==> src/rtl/uart_tx_fifo_rd.sv <==
`default_nettype none
// ============================================================================
// Module   : uart_tx_fifo_rd
// Purpose  : UART transmitter popping words from a FWFT async-FIFO read port,
//            one line bit per CLK, optional parity, back-to-back frames.
//            Optional macro UART_TX_STOP2_EN selects two stop bits.
// Revision : 1.0 - initial release
// ============================================================================
module uart_tx_fifo_rd #(
    parameter int DATA_WIDTH = 8
) (
    input  logic                  CLK,
    input  logic                  RST,
    input  logic                  F_EMPTY,
    input  logic [DATA_WIDTH-1:0] RD_DATA,
    output logic                  RD_INC,
    input  logic                  PAR_EN,
    input  logic                  PAR_TYP,
    output logic                  TX_OUT,
    output logic                  BUSY
);

    localparam int            CW     = (DATA_WIDTH > 1) ? $clog2(DATA_WIDTH) : 1;
    localparam logic [CW-1:0] C_LAST = CW'(DATA_WIDTH - 1);

    typedef enum logic [2:0] {
        S_IDLE   = 3'd0,
        S_START  = 3'd1,
        S_DATA   = 3'd2,
        S_PARITY = 3'd3,
        S_STOP   = 3'd4
    } state_t;

    state_t                r_state, w_state_nxt;
    logic [CW-1:0]         r_cnt, w_cnt_nxt;
    logic [DATA_WIDTH-1:0] r_shift, w_shift_nxt;
    logic                  r_par_en, w_par_en_nxt;
    logic                  r_par, w_par_nxt;
    logic                  r_tx, w_tx_nxt;
    logic                  r_busy, w_busy_nxt;
    logic                  r_rd_inc, w_rd_inc_nxt;
    logic                  w_capture;
    logic                  w_last_stop;
`ifdef UART_TX_STOP2_EN
    logic                  r_stop2, w_stop2_nxt;
`endif

    always_ff @(posedge CLK or posedge RST) begin
        if (RST) begin
            r_state  <= S_IDLE;
            r_cnt    <= '0;
            r_shift  <= '0;
            r_par_en <= 1'b0;
            r_par    <= 1'b0;
            r_tx     <= 1'b1;
            r_busy   <= 1'b0;
            r_rd_inc <= 1'b0;
`ifdef UART_TX_STOP2_EN
            r_stop2  <= 1'b0;
`endif
        end else begin
            r_state  <= w_state_nxt;
            r_cnt    <= w_cnt_nxt;
            r_shift  <= w_shift_nxt;
            r_par_en <= w_par_en_nxt;
            r_par    <= w_par_nxt;
            r_tx     <= w_tx_nxt;
            r_busy   <= w_busy_nxt;
            r_rd_inc <= w_rd_inc_nxt;
`ifdef UART_TX_STOP2_EN
            r_stop2  <= w_stop2_nxt;
`endif
        end
    end

    // Registered outputs lead the state: the value set on entering a state
    // is the bit on the line for the whole of that state.
    always_comb begin
        w_state_nxt  = r_state;
        w_cnt_nxt    = r_cnt;
        w_shift_nxt  = r_shift;
        w_par_en_nxt = r_par_en;
        w_par_nxt    = r_par;
        w_tx_nxt     = r_tx;
        w_busy_nxt   = r_busy;
        w_rd_inc_nxt = 1'b0;
        w_capture    = 1'b0;
        w_last_stop  = 1'b0;
`ifdef UART_TX_STOP2_EN
        w_stop2_nxt  = r_stop2;
`endif

        case (r_state)
            S_IDLE: begin
                w_tx_nxt   = 1'b1;
                w_busy_nxt = 1'b0;
                w_capture  = ~F_EMPTY;
            end
            S_START: begin
                w_tx_nxt    = r_shift[0];
                w_shift_nxt = r_shift >> 1;
                w_cnt_nxt   = '0;
                w_state_nxt = S_DATA;
            end
            S_DATA: begin
                if (r_cnt == C_LAST) begin
                    if (r_par_en) begin
                        w_tx_nxt    = r_par;
                        w_state_nxt = S_PARITY;
                    end else begin
                        w_tx_nxt    = 1'b1;
                        w_state_nxt = S_STOP;
                    end
                end else begin
                    w_tx_nxt    = r_shift[0];
                    w_shift_nxt = r_shift >> 1;
                    w_cnt_nxt   = r_cnt + 1'b1;
                end
            end
            S_PARITY: begin
                w_tx_nxt    = 1'b1;
                w_state_nxt = S_STOP;
            end
            S_STOP: begin
`ifdef UART_TX_STOP2_EN
                w_stop2_nxt = ~r_stop2;
                w_last_stop = r_stop2;
`else
                w_last_stop = 1'b1;
`endif
                if (w_last_stop) begin
                    if (!F_EMPTY) begin
                        w_capture = 1'b1;
                    end else begin
                        w_tx_nxt    = 1'b1;
                        w_busy_nxt  = 1'b0;
                        w_state_nxt = S_IDLE;
                    end
                end
            end
            default: begin
                w_tx_nxt    = 1'b1;
                w_busy_nxt  = 1'b0;
                w_state_nxt = S_IDLE;
            end
        endcase

        // Shared by IDLE and the end of STOP so back-to-back frames have no gap.
        if (w_capture) begin
            w_shift_nxt  = RD_DATA;
            w_par_en_nxt = PAR_EN;
            w_par_nxt    = (^RD_DATA) ^ PAR_TYP;
            w_rd_inc_nxt = 1'b1;
            w_tx_nxt     = 1'b0;
            w_busy_nxt   = 1'b1;
            w_state_nxt  = S_START;
        end
    end

    assign RD_INC = r_rd_inc;
    assign TX_OUT = r_tx;
    assign BUSY   = r_busy;

endmodule
`default_nettype wire

==> config.mk <==
export PLATFORM = sky130hd
export DESIGN_NAME = uart_tx_fifo_rd
export DESIGN_NICKNAME = d
export VERILOG_FILES = /design/src/rtl/uart_tx_fifo_rd.sv
export SDC_FILE = /design/constraint.sdc
export NUM_CORES = 1
export LEC_CHECK = 0
export CORE_MARGIN = 2
export CORE_UTILIZATION = 46
export DETAILED_ROUTE_END_ITERATION = 10
export HOLD_SLACK_MARGIN = 0.12
export PLACE_DENSITY_LB_ADDON = 0.15
export SLEW_MARGIN = 20
export SYNTH_ARGS = -nofsm -noshare
export SYNTH_HDL_FRONTEND = slang
export SYNTH_SLANG_ARGS = --single-unit
==> constraint.sdc <==
create_clock -name CLK -period 1.53 [get_ports CLK]
set_input_delay 0.459 -clock CLK [delete_from_list [all_inputs] [get_ports CLK]]
set_output_delay 0.459 -clock CLK [all_outputs]
set_load 0.005 [all_outputs]
# [Yosys cells after proc, flatten, opt, wreduce, memory -nomap -nowiden]
# Cells that the tools add are included.
[totals] ff_bits=19 output_inout_bits=3 word_cells=52 input_bits=13
[op_classes] n_eq_ne=11 muxes=21 n_reduce_logical=9 n_addsub=1 bitwise_logic=2
[op_table] operator="two-way mux 8 bit" count=2
[op_table] operator="case mux 8 bit (2 select lines)" count=1
[op_table] operator="two-way mux 3 bit" count=5
[op_table] operator="case mux 3 bit (5 select lines)" count=1
[op_table] operator="!= test 3 bit (second input constant)" count=3
[op_table] operator="two-way mux 1 bit" count=8
[op_table] operator="XOR reduction 8 bit" count=1
[op_table] operator="equality test 3 x 2 -> 1 bit (second input constant)" count=2
[op_table] operator="equality test 3 bit (second input constant)" count=2
[op_table] operator="case mux 3 bit (2 select lines)" count=1
[op_table] operator="AND reduction 2 bit" count=3
[op_table] operator="!= test 2 bit (second input constant)" count=2
[op_table] operator="case mux 1 bit (2 select lines)" count=2
[op_table] operator="adder 3 x 1 -> 3 bit (second input constant)" count=1
[op_table] operator="equality test 3 x 1 -> 1 bit (second input constant)" count=1
[op_table] operator="logical NOT 3 bit" count=1
[op_table] operator="case mux 1 bit (3 select lines)" count=1
[op_table] operator="AND reduction 3 bit" count=1
[op_table] operator="nonzero test 3 bit" count=1
[op_table] operator="OR reduction 3 bit" count=1
[op_table] operator="!= test 2 x 1 -> 1 bit (second input constant)" count=1
[op_table] operator="nonzero test 2 bit" count=1
[op_table] operator="inverter 1 bit" count=1
[op_table] operator="XOR 1 bit" count=1

# [Logic depth before layout (Yosys ltp)]
# Gate-level depths: netlist (run 1).
[depth] word_depth=4 mapped_depth=7 depth_no_buf=6

# [Worst setup path before layout (run 1)]
# No wires, ideal clock.
[synth_timing] kind="flip-flop to flip-flop" from="register r_cnt[0]" to="register r_cnt[0]" t_arrival_ns=1.500 required_ns=1.405 slack_ns=-0.095 setup_ns=0.125 n_path_buf=1 stages_incl_launch_ff=7 path_cell_list="dfrtp_1 -> ha_1 -> ha_1 -> nor3b_2 -> o21ai_4 -> buf_6 -> mux2_4"
[synth_between] elab_chain_cells=3 elab_cells_between_ends=6 classes_between="1 x add/sub; 2 x eq/ne; 2 x mux; 1 x reduce/logical"
[synth_lines] element="start: declaration" line_no="35" rtl="logic [CW-1:0] r_cnt, w_cnt_nxt;"
[synth_lines] element="start signal: assignment" line_no="63" rtl="r_cnt <= w_cnt_nxt;"
[synth_lines] element="adder 3 x 1 -> 3 bit / equality test 3 bit (equally long branches)" line_no="117, 106"
[synth_lines] element="two-way mux 3 bit / != test 2 bit (equally long branches)"
[synth_lines] element="case mux 3 bit (2 select lines) / AND reduction 2 bit (equally long branches)"
# Parallel ways exist; a longest one is shown, timed or not. The select of a mux whose other input is x is not followed.
# A chain may end at the register's enable or synchronous reset.

# [Worst setup path in the final report (run 1)]
[layout_timing] from="register r_cnt[0]" to="register r_cnt[2]"
# Same word-level chain as after synthesis.

==> impl_summary.log, run 1 <==
[metrics] status: complete, but fails checks
[metrics] failing checks: setup timing
[metrics] total power divided by cell area: roughly 1800 nW/um2
[metrics] final setup margin: -116.7 ps
[metrics] total nets after synthesis: 103
[metrics] first-pass GRT wire length: about 3100 um
[metrics] width of the chip: just under 50 um
[metrics] Synth Register Bits: 19
[metrics] worst-margin pin slew: ~480 ps
[metrics] core region area: 1942 um2
[metrics] post-placement setup slack: -392.6 ps
[metrics] drt first pass iters: 4
[metrics] CTS sink cnt: 19
[metrics] Final Hold Violating Endpoints: 0
[metrics] top library cells by usage in the layout, fill and taps aside: dfrtp_1, nor2_1, a21oi_1, nand2_1
[metrics] via-per-instance ratio: between 5 and 6
[metrics] maximum level of the CTS H-tree: 1
[metrics] TritonCTS buffer count: 3
[metrics] iteration-0 DRC count of the detailed router: 21
[metrics] number of failing setup endpoints in the final timing report: 11
[metrics] total power after layout: about 2.4 mW
[metrics] Async SR Flop Fraction: between 90% and 100%
[metrics] multiplexer share of the synthesized area: under 10%
[metrics] Psw: roughly 0.85 mW
[metrics] final net count: about 130
[metrics] sum of negative setup slack: -826.4 ps
[metrics] combinational family with the most area after synthesis: simple AND/OR/NAND/NOR gates
[metrics] Cell Count, Final, Fillers Out: 145
[metrics] layout cells sized above 1: a little over a quarter
[metrics] category of the worst setup path capture point: register
[metrics] maximum fanout encountered on the critical timing path: 6
[metrics] Slew Viols, Final: 0
[metrics] number of port buffers: 15
[metrics] Synth Instances: 88
[metrics] commonest non-fill, non-tap cell in the layout: dfrtp_1
[metrics] Layout Area Growth over Synthesis: 40.08%
[metrics] R2R setup slack: -120 ps
[metrics] initial antenna violation count: 0
[metrics] total placed cells including tap cells: between 100 and 150
[metrics] clock period minus worst slack: 1647 ps
[metrics] top post-synthesis cells by area: dfrtp_1, mux2i_1, a21oi_1
[metrics] fill cell count: between 150 and 200
[metrics] count of pins on the block boundary: 16
[metrics] logic gate share of total power: 52.2%
[metrics] Die Outline Area: ~2400 um2
[metrics] maximum clock frequency: between 600 and 700 MHz
[metrics] clock network power share: a little over a tenth
[metrics] Critical Path, Cell by Cell: ha_2, ha_4, nor3b_4, buf_4, o21ai_4, buf_6, a22o_1
[metrics] summed instance area of the synthesized netlist: 945.9 um2
[metrics] Hold Path Sink: r_state[1]
[metrics] post-layout util: ~68%
[metrics] residual overflow from global routing: 0
[metrics] count of different cell masters after synthesis: 31
[metrics] number of nets with antenna violations after routing: 0
[metrics] category of the most critical setup path: reg2reg
[metrics] r2r endpoint: r_cnt[2]
[metrics] drt drc: 0
[metrics] All-Layer GR Usage: 16.70%
[metrics] cell depth of the worst min-delay path: 1
[metrics] min-delay src: r_state[2]
[metrics] n_diodes: 0
[metrics] post-synthesis cell type with the largest combined area: dfrtp_1
[metrics] Rows: 16
[metrics] effective utilization at floorplan: between 40 and 50%
[metrics] sequential share of power: 37.1%
[metrics] arrival time at the worst endpoint: 1840 ps
[metrics] max cap viols: 0
[metrics] Worst Setup Start Kind: register
[metrics] clock latency at the later pin of the worst-skew pair: roughly 300 ps
[metrics] Internal Pwr Total: roughly 1.5 mW
[metrics] Total Wirelength: ~1800 um
[metrics] Reg2Reg Depth: 7
[metrics] final RePlAce weighted congestion: about 0.74
[metrics] top_reg_cell synth: dfrtp_1
[metrics] Critical Path Max Stage Delay: 400 ps
[metrics] CTS tree: built
[metrics] Switching Share: between 30% and 40%
[metrics] cell at the slowest stage of the critical path: dfrtp_1
[metrics] die extent in y: around 50 um
[metrics] area fraction in and, or, nand and nor cells after synthesis: around 16%
[metrics] final clock skew: ~10 ps
[metrics] Clock Root Buffer: clkbuf_4
[metrics] vias after detailed routing: ~740
[metrics] share of the clock period used by the worst path: 107.6%
[metrics] number of global-route vias before repair: ~700
[metrics] maximum vdd ir drop: roughly 0.99 mV
[metrics] Compound-Gate Fraction of Synth Area: about 10%
[metrics] Max Buffers Root-to-Sink: 2
[metrics] register area share after synthesis: about half
[metrics] number of enable flip-flop cells after synthesis: 0
[metrics] warnings from Yosys: 0
[metrics] FF-to-FF Start: r_cnt[0]
[metrics] type of the most critical hold path: reg2reg
[metrics] setup repair after global routing missed its margin: yes
[metrics] average size of a mapped cell: ~11 um2
[metrics] required time of the critical path: ~1700 ps
[metrics] xor and xnor area share after synthesis: 7.937%
[metrics] adder-cell area share of the yosys netlist: under 10%
[metrics] worst rel slew slack: 68.08%
[metrics] clock-pin slew of the registers on the worst-case setup and hold paths: approximately 100 ps
[metrics] maximum number of pins on one net before global-route repair: 21
[metrics] share of the synthesized area in the top cell type: a little under half
[metrics] placed wire-length estimate after detailed placement: 1206 um
[metrics] static leakage: approximately 0.65 nW
[metrics] drt wl/cell: approximately 12 um
-- worst max path at each step --
stage | from | to | slack, ps
3_5_place_dp | RD_DATA[2] | r_par | -390
4_1_cts | r_cnt[0] | r_shift[5] | -100
5_1_grt | r_cnt[0] | r_shift[2] | -190
2_1_floorplan | r_cnt[0] | r_cnt[0] | -40
6_report | r_cnt[0] | r_cnt[2] | -120
3_3_place_gp | RD_DATA[2] | r_par | -350
-- synth_stat cells, types with 2 or more instances --
cell type / count
xnor2_1: 4
mux2i_1: 7
ha_1: 2
nor2b_1: 2
xor2_1: 2
dfrtp_1: 18
nand2b_1: 2
inv_1: 3
a21oi_1: 9
nand2_1: 9
nor2_1: 10
-- logic make-up after synthesis --
| family | count (synthesis) |
|---|---|
| fa+ha+maj | 2 |
| compound gates | 14 |
| xor+xnor | 7 |
| simple gates | 31 |
| mux | 8 |
| buf+inv | 7 |
| flops | 19 |
-- per-stage QoR --
| step | instance area, um2 | hold slack (ps) |
|---|---|---|
| 6_report | 1325 | 430.0 |
| 2_1_floorplan | 967.2 | 403.2 |
| 3_3_place_gp | 1176 | 406.6 |
| 5_1_grt | 1325 | 456.8 |
| 4_1_cts | 1285 | 434.1 |
| 3_5_place_dp | 1176 | 418.4 |
-- flip-flops by register name, indices dropped and copies added (netlist names) --
register	cells
BUSY	1
RD_INC	1
TX_OUT	1
r_cnt	3
r_par	1
r_par_en	1
r_shift	8
r_state	3
-- power by group through the flow --
| stage | sequential [mW] | clock (mW) | combinational [mW] |
|---|---|---|---|
| 3_3_place_gp | 0.886 | 0 | 0.939 |
| 6_report | 0.883 | 0.256 | 1.24 |
| 5_1_grt | 0.920 | 0.295 | 1.37 |
| 2_1_floorplan | 0.870 | 0 | 0.722 |
| 3_5_place_dp | 0.899 | 0 | 0.975 |
| 4_1_cts | 0.885 | 0.268 | 1.20 |
-- timing repair --
action / in CTS / in global routing
gates cloned: 1 / 0
pin swaps: 9 / 11
gates resized for setup: 9 / 9
setup buffers: 6 / 1
hold buffers: 0 / 0
endpoints found under the setup margin: 15 / 13
-- routing by layer --
metal  global-route usage, %  part of all wire (%)  vias to the layer above
met3                   3.067                   5.1                        2
met5                       0                     0                        -
met1                   21.84                    44                      345
met2                   27.03                    49                       25
li1                        -                     -                      363
met4                   7.143                   1.2                        0
-- critical path: cells and delay by family (launching register included) --
kind                     cells  cell delay (ps)
flip-flops                   1              400
AO/OA/AOI/OAI                2              280
AND/OR/NAND/NOR              1              190
buffers and inverters        2              300
adder cells (fa/ha/maj)      2              370
-- final cells by class --
cell class	instances	area, um2	area share (%)
Multi-Input combinational cell	63	501.7	37.87
Sequential cell	19	476.7	35.98
Timing Repair Buffer	28	270.3	20.40
Tap cell	27	33.78	2.550
Clock buffer	3	22.52	1.700
Inverter	4	15.01	1.133
Clock inverter	1	5.005	0.3777
No activity file was read; power rests on OpenSTA's default activity.
==> inputs of run 2 (changes only) <==
--- a/config.mk
+++ b/config.mk
@@ -5,6 +5,7 @@
 export SDC_FILE = /design/constraint.sdc
 export NUM_CORES = 1
 export LEC_CHECK = 0
+export CAP_MARGIN = 15
 export CORE_MARGIN = 2
 export CORE_UTILIZATION = 46
 export DETAILED_ROUTE_END_ITERATION = 10
==> results of run 2 <==
Same layout as run 1: the final DEF is identical, and so are final timing and power.
